File: config.mk
export PLATFORM = sky130hd
export DESIGN_NAME = reg_wb_sched
export DESIGN_NICKNAME = d
export VERILOG_FILES = /design/src/rtl/reg_wb_sched_pkg.sv /design/src/rtl/reg_wb_sched_scoreboard.sv /design/src/rtl/reg_wb_sched.sv
export SDC_FILE = /design/constraint.sdc
export NUM_CORES = 1
export LEC_CHECK = 0
export ABC_AREA = 1
export CAP_MARGIN = 20
export CORE_MARGIN = 3
export CORE_UTILIZATION = 30
export CTS_BUF_LIST = sky130_fd_sc_hd__clkbuf_4 sky130_fd_sc_hd__clkbuf_8
export CTS_CLUSTER_SIZE = 16
export DETAILED_ROUTE_END_ITERATION = 8
export GPL_TIMING_DRIVEN = 0
export MAX_ROUTING_LAYER = met4
export PLACE_DENSITY_LB_ADDON = 0.25
export RECOVER_POWER = 50
export SYNTH_ARGS = -nofsm -noshare
export SYNTH_HDL_FRONTEND = slang
export SYNTH_HIERARCHICAL = 1
export SYNTH_SLANG_ARGS = --single-unit
File: constraint.sdc
create_clock -name clk -period 2.2 [get_ports clk]
set_input_delay 0.33 -clock clk [delete_from_list [all_inputs] [get_ports clk]]
set_output_delay 0.33 -clock clk [all_outputs]
set_load 0.005 [all_outputs]
File: src/rtl/reg_wb_sched_pkg.sv
// Shared types and constants for the register-file writeback scheduler.
// Optional feature macro used by reg_wb_sched: REG_WB_PERF_EN.
package reg_wb_sched_pkg;

   localparam int unsigned ADDR_W = 5;
   localparam int unsigned DATA_W = 64;
   localparam int unsigned NREG   = 32;
   localparam int unsigned PERF_W = 32;

   // Round-robin pointer encoding: which writeback source is preferred next
   typedef enum logic {
      WB_SRC_ALU = 1'b0,
      WB_SRC_LSU = 1'b1
   } wb_src_e;

   // Writeback payload presented by either requester
   typedef struct packed {
      logic [ADDR_W-1:0] waddr;
      logic [DATA_W-1:0] wdata;
   } wb_req_t;

   // Scoreboard hazard lookup: busy and not being written this cycle; x0 never hits
   function automatic logic sb_hit(input logic [NREG-1:0]   busy,
                                   input logic [ADDR_W-1:0] idx,
                                   input logic              wr_en,
                                   input logic [ADDR_W-1:0] wr_idx);
      sb_hit = (idx != '0) && busy[idx] && !(wr_en && (wr_idx == idx));
   endfunction

endpackage

File: src/rtl/reg_wb_sched_scoreboard.sv
// Per-register busy scoreboard: set on issue, clear on register-file write,
// and three hazard lookups with same-cycle write bypass.
module reg_wb_sched_scoreboard
   import reg_wb_sched_pkg::*;
(
   input  logic              clk,
   input  logic              rst_n,
   input  logic              set_en,
   input  logic [ADDR_W-1:0] set_idx,
   input  logic              clr_en,
   input  logic [ADDR_W-1:0] clr_idx,
   input  logic [ADDR_W-1:0] rs1_idx,
   input  logic [ADDR_W-1:0] rs2_idx,
   input  logic [ADDR_W-1:0] rd_idx,
   output logic              rs1_hit_c,
   output logic              rs2_hit_c,
   output logic              rd_hit_c,
   output logic              any_busy_c
);

   logic [NREG-1:0] busy;
   logic [NREG-1:0] busy_nxt;

   // Next busy vector: clear first so a same-index set wins
   always_comb begin
      busy_nxt = busy;
      if (clr_en) begin
         busy_nxt[clr_idx] = 1'b0;
      end
      if (set_en && (set_idx != '0)) begin
         busy_nxt[set_idx] = 1'b1;
      end
   end

   // Busy vector register
   always_ff @(posedge clk or negedge rst_n) begin
      if (!rst_n) begin
         busy <= '0;
      end else begin
         busy <= busy_nxt;
      end
   end

   // Hazard lookups against the current busy state
   always_comb begin
      rs1_hit_c  = sb_hit(busy, rs1_idx, clr_en, clr_idx);
      rs2_hit_c  = sb_hit(busy, rs2_idx, clr_en, clr_idx);
      rd_hit_c   = sb_hit(busy, rd_idx,  clr_en, clr_idx);
      any_busy_c = |busy;
   end

endmodule

File: src/rtl/reg_wb_sched.sv
// Register-file write-port scheduler: arbitrates ALU/LSU writebacks onto the
// single write port and stalls issue on RAW/WAW hazards.
// Optional: define REG_WB_PERF_EN to add stall/conflict performance counters.
module reg_wb_sched
   import reg_wb_sched_pkg::*;
(
   input  logic              clk,
   input  logic              rst_n,
   input  logic              iss_valid,
   input  logic [ADDR_W-1:0] iss_rs1,
   input  logic [ADDR_W-1:0] iss_rs2,
   input  logic              iss_rs1_en,
   input  logic              iss_rs2_en,
   input  logic [ADDR_W-1:0] iss_rd,
   input  logic              iss_rd_we,
   output logic              iss_stall,
   input  logic              alu_valid,
   output logic              alu_ready,
   input  logic [ADDR_W-1:0] alu_waddr,
   input  logic [DATA_W-1:0] alu_wdata,
   input  logic              lsu_valid,
   output logic              lsu_ready,
   input  logic [ADDR_W-1:0] lsu_waddr,
   input  logic [DATA_W-1:0] lsu_wdata,
   output logic              rf_we,
   output logic [ADDR_W-1:0] rf_waddr,
   output logic [DATA_W-1:0] rf_wdata,
   output logic              idle
`ifdef REG_WB_PERF_EN
   ,
   output logic [PERF_W-1:0] perf_stall_cnt,
   output logic [PERF_W-1:0] perf_conflict_cnt
`endif
);

   wb_src_e rr_ptr;
   logic    gnt_alu;
   logic    gnt_lsu;
   logic    conflict;
   logic    hs;
   wb_req_t req_sel;
   logic    rs1_hit_c;
   logic    rs2_hit_c;
   logic    rd_hit_c;
   logic    any_busy_c;
   logic    iss_set_c;

   reg_wb_sched_scoreboard u_sb (
      .clk        (clk),
      .rst_n      (rst_n),
      .set_en     (iss_set_c),
      .set_idx    (iss_rd),
      .clr_en     (rf_we),
      .clr_idx    (rf_waddr),
      .rs1_idx    (iss_rs1),
      .rs2_idx    (iss_rs2),
      .rd_idx     (iss_rd),
      .rs1_hit_c  (rs1_hit_c),
      .rs2_hit_c  (rs2_hit_c),
      .rd_hit_c   (rd_hit_c),
      .any_busy_c (any_busy_c)
   );

   // Issue hazard detection and scoreboard set request
   always_comb begin
      iss_stall = iss_valid & ((iss_rs1_en & rs1_hit_c) |
                               (iss_rs2_en & rs2_hit_c) |
                               (iss_rd_we  & rd_hit_c));
      iss_set_c = iss_valid & ~iss_stall & iss_rd_we;
      idle      = ~any_busy_c & ~rf_we;
   end

   // Writeback arbitration: lone requester wins, conflicts follow rr_ptr
   always_comb begin
      conflict      = alu_valid & lsu_valid;
      gnt_lsu       = lsu_valid & (~alu_valid | (rr_ptr == WB_SRC_LSU));
      gnt_alu       = alu_valid & ~gnt_lsu;
      hs            = gnt_alu | gnt_lsu;
      req_sel.waddr = gnt_lsu ? lsu_waddr : alu_waddr;
      req_sel.wdata = gnt_lsu ? lsu_wdata : alu_wdata;
      alu_ready     = gnt_alu;
      lsu_ready     = gnt_lsu;
   end

   // Round-robin pointer moves to the loser only on a conflict
   always_ff @(posedge clk or negedge rst_n) begin
      if (!rst_n) begin
         rr_ptr <= WB_SRC_ALU;
      end else if (conflict) begin
         rr_ptr <= gnt_alu ? WB_SRC_LSU : WB_SRC_ALU;
      end
   end

   // Write-port register; writes to x0 are accepted but dropped
   always_ff @(posedge clk or negedge rst_n) begin
      if (!rst_n) begin
         rf_we    <= 1'b0;
         rf_waddr <= '0;
         rf_wdata <= '0;
      end else begin
         rf_we <= hs && (req_sel.waddr != '0);
         if (hs && (req_sel.waddr != '0)) begin
            rf_waddr <= req_sel.waddr;
            rf_wdata <= req_sel.wdata;
         end
      end
   end

`ifdef REG_WB_PERF_EN
   // Saturating performance counters for stall and arbitration-conflict cycles
   always_ff @(posedge clk or negedge rst_n) begin
      if (!rst_n) begin
         perf_stall_cnt    <= '0;
         perf_conflict_cnt <= '0;
      end else begin
         if (iss_stall && (perf_stall_cnt != '1)) begin
            perf_stall_cnt <= perf_stall_cnt + PERF_W'(1);
         end
         if (conflict && (perf_conflict_cnt != '1)) begin
            perf_conflict_cnt <= perf_conflict_cnt + PERF_W'(1);
         end
      end
   end
`endif

endmodule

==> flow_metrics.py <==
metrics = {
    "outcome": {
        "outcome": "finished with violations",
        "violations": "max-capacitance violations, max-slew violations, negative setup slack",
    },
    "clock_network": {
        "cts.path.max_buffers": 2,
        "htree_num_levels": 3,
        "postCtsHoldBufs": 0,
        "cts_tree": "done",
        "clkLatencyLatePin_ns": 0.39,
        "cts_buffers": 9,
        "clkSinkCount": 103,
        "clk_pin_slew_ns": 0.12,
        "cts-root-buf": "clkbuf_8",
    },
    "power": {
        "clkPwrFrac_pct": 18.4,
        "seqPwrFrac_pct": 38.2,
        "power_frac_comb_pct": 43.5,
        "p_switching_mw": 2.80,
        "p_per_area_nw_per_um2": 714,
        "p_int_mw": 4.18,
        "ir_drop_v": 0.000369,
        "finalPower_mw": 6.99,
        "cellLeakagePower_nw": 4.95,
        "swShare_pct": 40.1,
    },
    "sta": {
        "tns_ns": -0.904,
        "finalHoldViolations": 0,
        "finalCritPeriodShare_pct": 107,
        "max_freq_mhz": 426,
        "slew_headroom_pct": -12.3,
        "whs_ns": 0.250,
        "layout_min_cycle_time_ns": 2.35,
        "worst_pin_slew_ns": 1.68,
        "fin_skew_ns": 0.0197,
        "setup-violations-final": 22,
        "fin_ws_ns": -0.148,
        "slew_violations": 67,
        "rsz0062_at_grt": "yes",
    },
    "synth": {
        "synthMuxAreaShare_pct": 0,
        "synth_cells": 1012,
        "synth_xor_area_share_pct": 0.268,
        "synth-main-ff-cell": "dfrtp_1",
        "syn-num-nets": 1173,
        "synth_top_family_by_area": "simple AND/OR/NAND/NOR gates",
        "ys_async_sr_fraction_pct": 100,
        "ys_seq_area_share_pct": 39.4,
        "synth_simple_gate_area_share_pct": 43.3,
        "synth.cell_area_um2": 6540,
        "yosysUniqueCellTypes": 29,
        "synthAdderAreaFrac_pct": 0,
        "yosys_warnings": 6,
        "synth_edf_count": 0,
        "syn_avg_cell_area_um2": 6.46,
        "ys_ff_latch": 103,
        "synth_compound_area_share_pct": 7.33,
    },
    "die": {
        "fp.coreArea_um2": 21200,
        "start_util_pct": 30.8,
        "rows": 53,
        "dieArea_um2": 23600,
        "fp.dieH_um": 154,
        "dieWidth_um": 154,
        "io_pins": 235,
    },
    "critical_path": {
        "critPathKind": "flop to output port",
        "cp_slowest_stage_delay_ns": 0.40,
        "cp-start-kind": "flop",
        "crit_family": "simple AND/OR/NAND/NOR gates",
        "critPathBufInv": 4,
        "cp.required_ns": 1.87,
        "endpoint_kind": "output port",
        "path_cells": "buf_6, clkinvlp_4, o22ai_2, nor2_1, nand4_1, nor2_2, a21oi_4, nand2_1, nand3_2, nand2_2, inv_2, clkbuf_2",
        "arrival_ns": 2.02,
        "critPathMaxFanout": 4,
        "r2r_slack_ns": -0.08,
        "crit_slowest_cell": "dfrtp_1",
    },
    "grt": {
        "antenna_found_initial": 0,
        "grt_pass1_vias": 7083,
        "grt_start_max_net_pins": 67,
        "grt.total_usage_pct": 21.6,
        "grt_first_pass_wirelength_mm": 39.3,
        "gr-total-overflow": 0,
    },
    "routing": {
        "drc": 0,
        "ant_nets": 0,
        "wl_mm": 25.4,
        "drtPass1Iterations": 5,
        "avgRoutedWirePerCell_um": 16.3,
        "via_per_inst": 4.80,
        "drt-initial-drc-count": 484,
        "vias": 7493,
    },
    "finish": {
        "syn_to_final_growth_pct": 49.7,
        "final_cells": 1560,
        "fin_nets": 1441,
        "final_cell_mix": "490 x nand2_1, 190 x clkdlybuf4s50_1, 149 x nand3_1",
        "diodes": 0,
        "drive_gt1_share_pct": 12.1,
        "finish.utilization_pct": 46.1,
        "mostFrequentLayoutCell": "nand2_1",
    },
    "place": {
        "routabilityCongestion": 0.894,
        "port_buffers": 229,
        "dp_cells": 1517,
        "place_hpwl_mm": 19.3,
    },
    "hold_path": {
        "hold_path.class": "primary input to flop",
    },
    "job": {
        "max-cap-violations": 1,
    },
}
Yosys cell counts (2+ instances only):
master,count,share of area (%)
xnor2_1,2,0.27
inv_1,72,4.1
nand3_1,156,12
nand4_1,8,0.77
a21oi_1,4,0.31
o21ai_0,65,5.0
dfrtp_1,103,39
clkbuf_1,5,0.29
inv_4,3,0.29
nor4_1,3,0.29
buf_4,2,0.23
o22ai_1,2,0.19
nand2_1,497,29
buf_1,5,0.29
nor3_1,4,0.31
nor2_1,17,0.98
buf_6,12,2.1
nand2_2,2,0.19
buf_2,29,2.2
o211ai_1,6,0.69
a31oi_1,4,0.38
nand3b_1,2,0.23
a21oi_2,3,0.40
area by class of cell:
cell class / instances / area (um^2)
Buffer: 53 / 369
Timing Repair Buffer: 257 / 2500
Fill cell: 2279 / 11400
Inverter: 77 / 305
Multi-Input combinational cell: 779 / 3480
Tap cell: 275 / 344
Clock inverter: 6 / 72.6
Clock buffer: 10 / 138
Sequential cell: 103 / 2580
per-stage QoR:
| stage | setup slack, ns | cell area, um^2 |
|---|---|---|
| CTS | -0.188 | 9610 |
| detailed placement | -0.984 | 9190 |
| floorplan | 0.397 | 6540 |
| global placement | -3.36 | 9170 |
| finish | -0.148 | 9790 |
| global route | -0.222 | 9790 |
flip-flops by register name, indices dropped and copies added, names as in the netlist:
| signal | count |
|---|---|
| rf_we | 1 |
| rf_waddr | 5 |
| u_sb/busy | 32 |
| rr_ptr | 1 |
| rf_wdata | 64 |
timing repair:
action / CTS / global route
pin swaps: 5 / 34
setup endpoints to repair: 35 / 34
gates cloned: 0 / 0
setup buffers: 16 / 11
gates resized for setup: 54 / 66
kinds of logic after synthesis:
group	Yosys count
buffers and inverters	130
AND/OR/NAND/NOR	690
AO/OA/AOI/OAI	87
flip-flops	103
XOR/XNOR	2
per-layer routing:
layer	GRT usage [%]	vias up	share of wire, %
li1	-	3755	-
met1	26.3	3414	40
met2	36.6	282	50
met3	4.87	42	7.0
met4	4.96	0	2.5
met5	-	-	0
power groups by stage:
| stage | Combinational, mW | Sequential [mW] | Clock (mW) |
|---|---|---|---|
| CTS | 2.88 | 2.67 | 1.34 |
| global route | 3.35 | 2.72 | 1.38 |
| floorplan | 1.44 | 2.62 | 0 |
| detailed placement | 2.69 | 2.70 | 0 |
| finish | 3.04 | 2.67 | 1.28 |
| global placement | 2.67 | 2.70 | 0 |
path summary, 6_finish.rpt:
path | startpoint | to | cells past startpoint
max reg2reg | rf_waddr[4] | u_sb/busy[18] | 14
min | lsu_valid | rr_ptr | 2
max in group asynchronous | rst_n | rf_we | 2
min reg2reg | rf_wdata[37] | rf_wdata[37] | 2
max | rf_waddr[4] | iss_stall | 12
min in group asynchronous | rst_n | u_sb/busy[9] | 1
Power figures use the tool's default switching activity.
